--- src/rtl/piso_serializer.sv ---
// piso_serializer: parallel-in, serial-out transmitter.
// A WIDTH-bit word is accepted over valid/ready and is sent one bit per bit_en
// strobe on a true/complement pair, with frame_start and frame_end flags.
// Optional macro SER_PARITY_EN appends an even-parity bit after the data bits.
module piso_serializer #(
    parameter int WIDTH     = 8,
    parameter bit MSB_FIRST = 1'b1
) (
    input  logic             clk,
    input  logic             reset,
    input  logic [WIDTH-1:0] load_data,
    input  logic             load_valid,
    output logic             load_ready,
    input  logic             bit_en,
    output logic             ser_out,
    output logic             ser_out_n,
    output logic             ser_valid,
    output logic             frame_start,
    output logic             frame_end,
    output logic             busy
);

    // The counter also has to hold the index of the parity bit.
    localparam int CW = $clog2(WIDTH + 2);
    localparam logic [CW-1:0] LAST_DATA = CW'(WIDTH - 1);

`ifdef SER_PARITY_EN
    typedef enum logic [1:0] {IDLE = 2'd0, SHIFT = 2'd1, PARITY = 2'd2} state_t;
    logic             par;
`else
    typedef enum logic [0:0] {IDLE = 1'b0, SHIFT = 1'b1} state_t;
`endif

    state_t           state, state_nx;
    logic [WIDTH-1:0] shreg;
    logic [CW-1:0]    cnt;
    logic             accept;
    logic             advance;
    logic             head;

    assign head    = MSB_FIRST ? shreg[WIDTH-1] : shreg[0];
    assign accept  = load_valid & load_ready;
    assign advance = (state != IDLE) & bit_en;

    // State register.
    always_ff @(posedge clk) begin
        if (reset) state <= IDLE;
        else       state <= state_nx;
    end

    // Next state and all outputs. Outputs come only from registers (plus reset
    // on load_ready), so load_valid has no combinational path to load_ready.
    always_comb begin
        state_nx    = state;
        load_ready  = 1'b0;
        ser_out     = 1'b0;
        ser_valid   = 1'b0;
        frame_start = 1'b0;
        frame_end   = 1'b0;
        busy        = 1'b0;
        unique case (state)
            IDLE: begin
                load_ready = ~reset;
                if (accept) state_nx = SHIFT;
            end
            SHIFT: begin
                ser_out     = head;
                ser_valid   = 1'b1;
                busy        = 1'b1;
                frame_start = (cnt == '0);
`ifdef SER_PARITY_EN
                if (bit_en && cnt == LAST_DATA) state_nx = PARITY;
`else
                frame_end   = (cnt == LAST_DATA);
                if (bit_en && cnt == LAST_DATA) state_nx = IDLE;
`endif
            end
`ifdef SER_PARITY_EN
            PARITY: begin
                ser_out   = par;
                ser_valid = 1'b1;
                busy      = 1'b1;
                frame_end = 1'b1;
                if (bit_en) state_nx = IDLE;
            end
`endif
            default: state_nx = IDLE;
        endcase
        ser_out_n = ~ser_out;
    end

    // Datapath: capture on accept, shift the next bit into the head on a strobe.
    always_ff @(posedge clk) begin
        if (reset) begin
            shreg <= '0;
            cnt   <= '0;
`ifdef SER_PARITY_EN
            par   <= 1'b0;
`endif
        end else if (accept) begin
            shreg <= load_data;
            cnt   <= '0;
`ifdef SER_PARITY_EN
            par   <= ^load_data;
`endif
        end else if (advance) begin
            shreg <= MSB_FIRST ? {shreg[WIDTH-2:0], 1'b0} : {1'b0, shreg[WIDTH-1:1]};
            cnt   <= (state_nx == IDLE) ? '0 : cnt + CW'(1);
        end
    end

endmodule
--- config.mk ---
export PLATFORM = sky130hd
export DESIGN_NAME = piso_serializer
export DESIGN_NICKNAME = d
export VERILOG_FILES = /design/src/rtl/piso_serializer.sv
export SDC_FILE = /design/constraint.sdc
export NUM_CORES = 1
export LEC_CHECK = 0
export ABC_AREA = 0
export CAP_MARGIN = 20
export CELL_PAD_IN_SITES_DETAIL_PLACEMENT = 2
export CELL_PAD_IN_SITES_GLOBAL_PLACEMENT = 2
export CORE_UTILIZATION = 25
export CTS_BUF_LIST = sky130_fd_sc_hd__clkbuf_8 sky130_fd_sc_hd__clkbuf_16
export DETAILED_ROUTE_END_ITERATION = 7
export PLACE_DENSITY_LB_ADDON = 0.1
export SLEW_MARGIN = 20
export SYNTH_ARGS = -nofsm -noshare
export SYNTH_HDL_FRONTEND = slang
export SYNTH_SLANG_ARGS = --single-unit
--- constraint.sdc ---
create_clock -name clk -period 1.35 [get_ports clk]
set_input_delay 0.27 -clock clk [delete_from_list [all_inputs] [get_ports clk]]
set_output_delay 0.27 -clock clk [all_outputs]
set_load 0.01 [all_outputs]
==> impl_results.md <==
* CTS clk-pin slew, worst paths at 0.06 ns
* DR WL/cell at approximately 19 um
* EDFF count, synth at 0
* Die ar. at about 0.0028 mm^2
* Root buffer cell: clkbuf_8
* Synth-to-layout area growth at 85.7%
* Ys flop type: dfxtp_1
* Grt met2 use at roughly a third
* WL final at 2710 um
* GRT Residual Overflow at 0
* Final Cycle Share at 112%
* Via count at around 750
* Post-synthesis register bit count at 13
* Antenna Nets Post-Route at 0
* Syn Area/Cell at 8.30 um^2
* Number of nets in the layout at between 100 and 150
* # DRC at 0
* Delay-heaviest family, CP: compound AO/OA/AOI/OAI gates
* TritonCTS buffer count at 3
* Sequential fraction of the synthesis area at about two fifths
* Clock buffer depth at 2
* Placed cells at 130
* Leak pwr at 0.491 nW
* Setup violators final at 6
* Synthesis Warnings at 0
* Top cells by area, synth: dfxtp_1, nand3_1, a311oi_1
* Clock Sinks at 13
* RSZ-0062 raised after global routing: true
* Crit path time final at about 1.5 ns
* Skew final at 0.00303 ns
* I/O pin count at 19
* Largest net degree at the start of global routing at 12
* Slowest stage delay, CP at roughly 0.36 ns
* Vias in the first global route at ~780
* Core area at approximately 0.0023 mm^2
* Total Routing Usage GR at roughly a fifth
* I/O Buffers at 18
* Top cell type by total area after synthesis: dfxtp_1
* Top cell type's share of synthesized area at 40.7%
* Final Hold Fails at 0
* Failing checks: negative setup slack
* Final worst slack at -0.159 ns
* Worst Hold Depth at 2
* FFs w/ async S/R, synth at 0%
* Initial core utilization at 27.6%
* DRT Pass-1 Iters at 2
* Layout cells sized above 1 at about half
* CP most frequent cell: buf_4
* Power per cell area at about 860 mW/mm^2
* Yosys cell types at 26
* Critical path type: reg2reg
* Iteration-0 DRC Markers at 1
* Worst Setup Start Kind: register
* Final non-filler cell area at around 0.0012 mm^2
* Fillers at 255
* Critical path endpoint category: register
* Initial antenna violation count at 0
* Die X-Extent at 52.6 um
* CTS tree: yes
* Post-place instance area at 928 um^2
* Worst path slowest cell: dfxtp_4
* GRT Max-Usage Layer: met2
* Detailed Place HPWL at approximately 1600 um
* Fin Hold WS at 0.465 ns
* Most common cell in the synthesized netlist: dfxtp_1
* Placer Congestion at 0.710
* Vias per cell at approximately 5.2
* Final cell count without fillers at approximately 150
* H-tree levels at 1
* Peak VDD IR at about 0.63 mV
* Clock Latency Late Sink at around 0.25 ns
* Critical-path cell list: buf_4, ha_4, and4b_1, buf_4, a211o_4, a21oi_2
* Max transition margin at between 70% and 80%
* Min-delay worst type: reg2reg
* Mapped Nets at 91
* Syn Std Cell Area at 639 um^2
* Least-Margin Pin Slew at between 0.3 and 0.4 ns
* Met3 GRT Util at ~3.5%
* Diode count at 0
* Met1 usage at 24.1%
* Crit path DAT at about 1.7 ns
* Status: finished, violations left
* Top post-synthesis cells by count: dfxtp_1, nand3_1, nand2_1
* WP buf/inv at 2
* Worst Path Max Fanout at 3
* Max Cap Violations at 0
* Row cnt at 17
* Worst path depth at 6
* Die height at 52.6 um
* Crit path required time at ~1.5 ns
* Final Power at between 1 and 1.5 mW
* Worst R2R Path Depth at 6
* Max Slew Vio Count at 0
* First-pass GRT wire length at 3790 um
* Mapped Cells at 77
* Max Fclk at around 660 MHz
tightest hold or removal path: stages, from the launching register on:
cell and delay (ns):
dfxtp_1 0.31, nand3_1 0.06, a21oi_1 0.05
metal layers:
metal  share of wire [%]  up-vias  wire length [um]
met5                   0        -                 0
met4                 1.5        0                42
met3                 3.3        4                89
met2                  51       14              1380
met1                  44      377              1200
li1                    -      354                 -
metrics by stage:
| stage | setup TNS, ns | util [%] | worst slack (ns) |
|---|---|---|---|
| 2_1_floorplan | 0 | - | 0.0307 |
| 3_3_place_gp | -3.30 | 40.0 | -0.361 |
| 3_5_place_dp | -3.85 | 40.0 | -0.395 |
| 4_1_cts | -0.286 | 45.3 | -0.146 |
| 5_1_grt | -1.14 | 51.2 | -0.215 |
| 6_report | -0.733 | 51.2 | -0.159 |
logic make-up (layout without fill, tap and decap cells):
logic type	after synthesis	after routing	synth area share, %
xor+xnor	2	2	2.74
buf+inv	10	49	9.00
compound gates	15	15	16.8
simple gates	35	36	26.8
fa+ha+maj	2	2	3.91
flops	13	13	40.7
cell usage in the layout (no fill, tap or decap), types with 4 or more instances in the layout:
| cell type | instances |
|---|---|
| buf_4 | 15 |
| nand3_1 | 11 |
| dfxtp_1 | 10 |
| buf_6 | 10 |
| clkdlybuf4s50_1 | 9 |
| nand2_1 | 7 |
| nor2_1 | 4 |
| a311oi_2 | 4 |
| buf_2 | 4 |
flip-flops by register name (all words and copies together), names as in the netlist:
register	flops
cnt	4
state	1
shreg	8
final cells by class:
type,count,area (um^2),area share (%)
tap,28,35.0,2.95
sequential,13,269,22.7
clock inverter,1,3.75,0.316
inverter,3,13.8,1.16
multi-input combinational,55,454,38.3
timing repair buffer,42,370,31.2
clock buffer,3,41.3,3.48
where the power goes:
part	internal [mW]	total, mW	leakage [nW]	switching, mW
Combinational	0.130	0.235	0.356	0.105
Sequential	0.402	0.419	0.108	0.0174
Clock	0.202	0.362	0.0269	0.160
what timing repair did:
action	4_1_cts	5_1_grt
gates resized for setup	38	31
hold buffers	0	0
setup buffers	8	3
endpoints found under the hold margin	0	0
cloned	0	1
pin swaps	7	6
endpoints found under the setup margin	15	14
worst paths after layout:
kind / startpoint / endpoint / slack (ns)
setup / recovery: cnt[1] / cnt[3] / -0.16
hold / removal: shreg[5] / shreg[5] / 0.46
setup reg to reg: cnt[1] / cnt[3] / -0.16
hold reg to reg: shreg[5] / shreg[5] / 0.46
(Power assumes the default switching activity.)
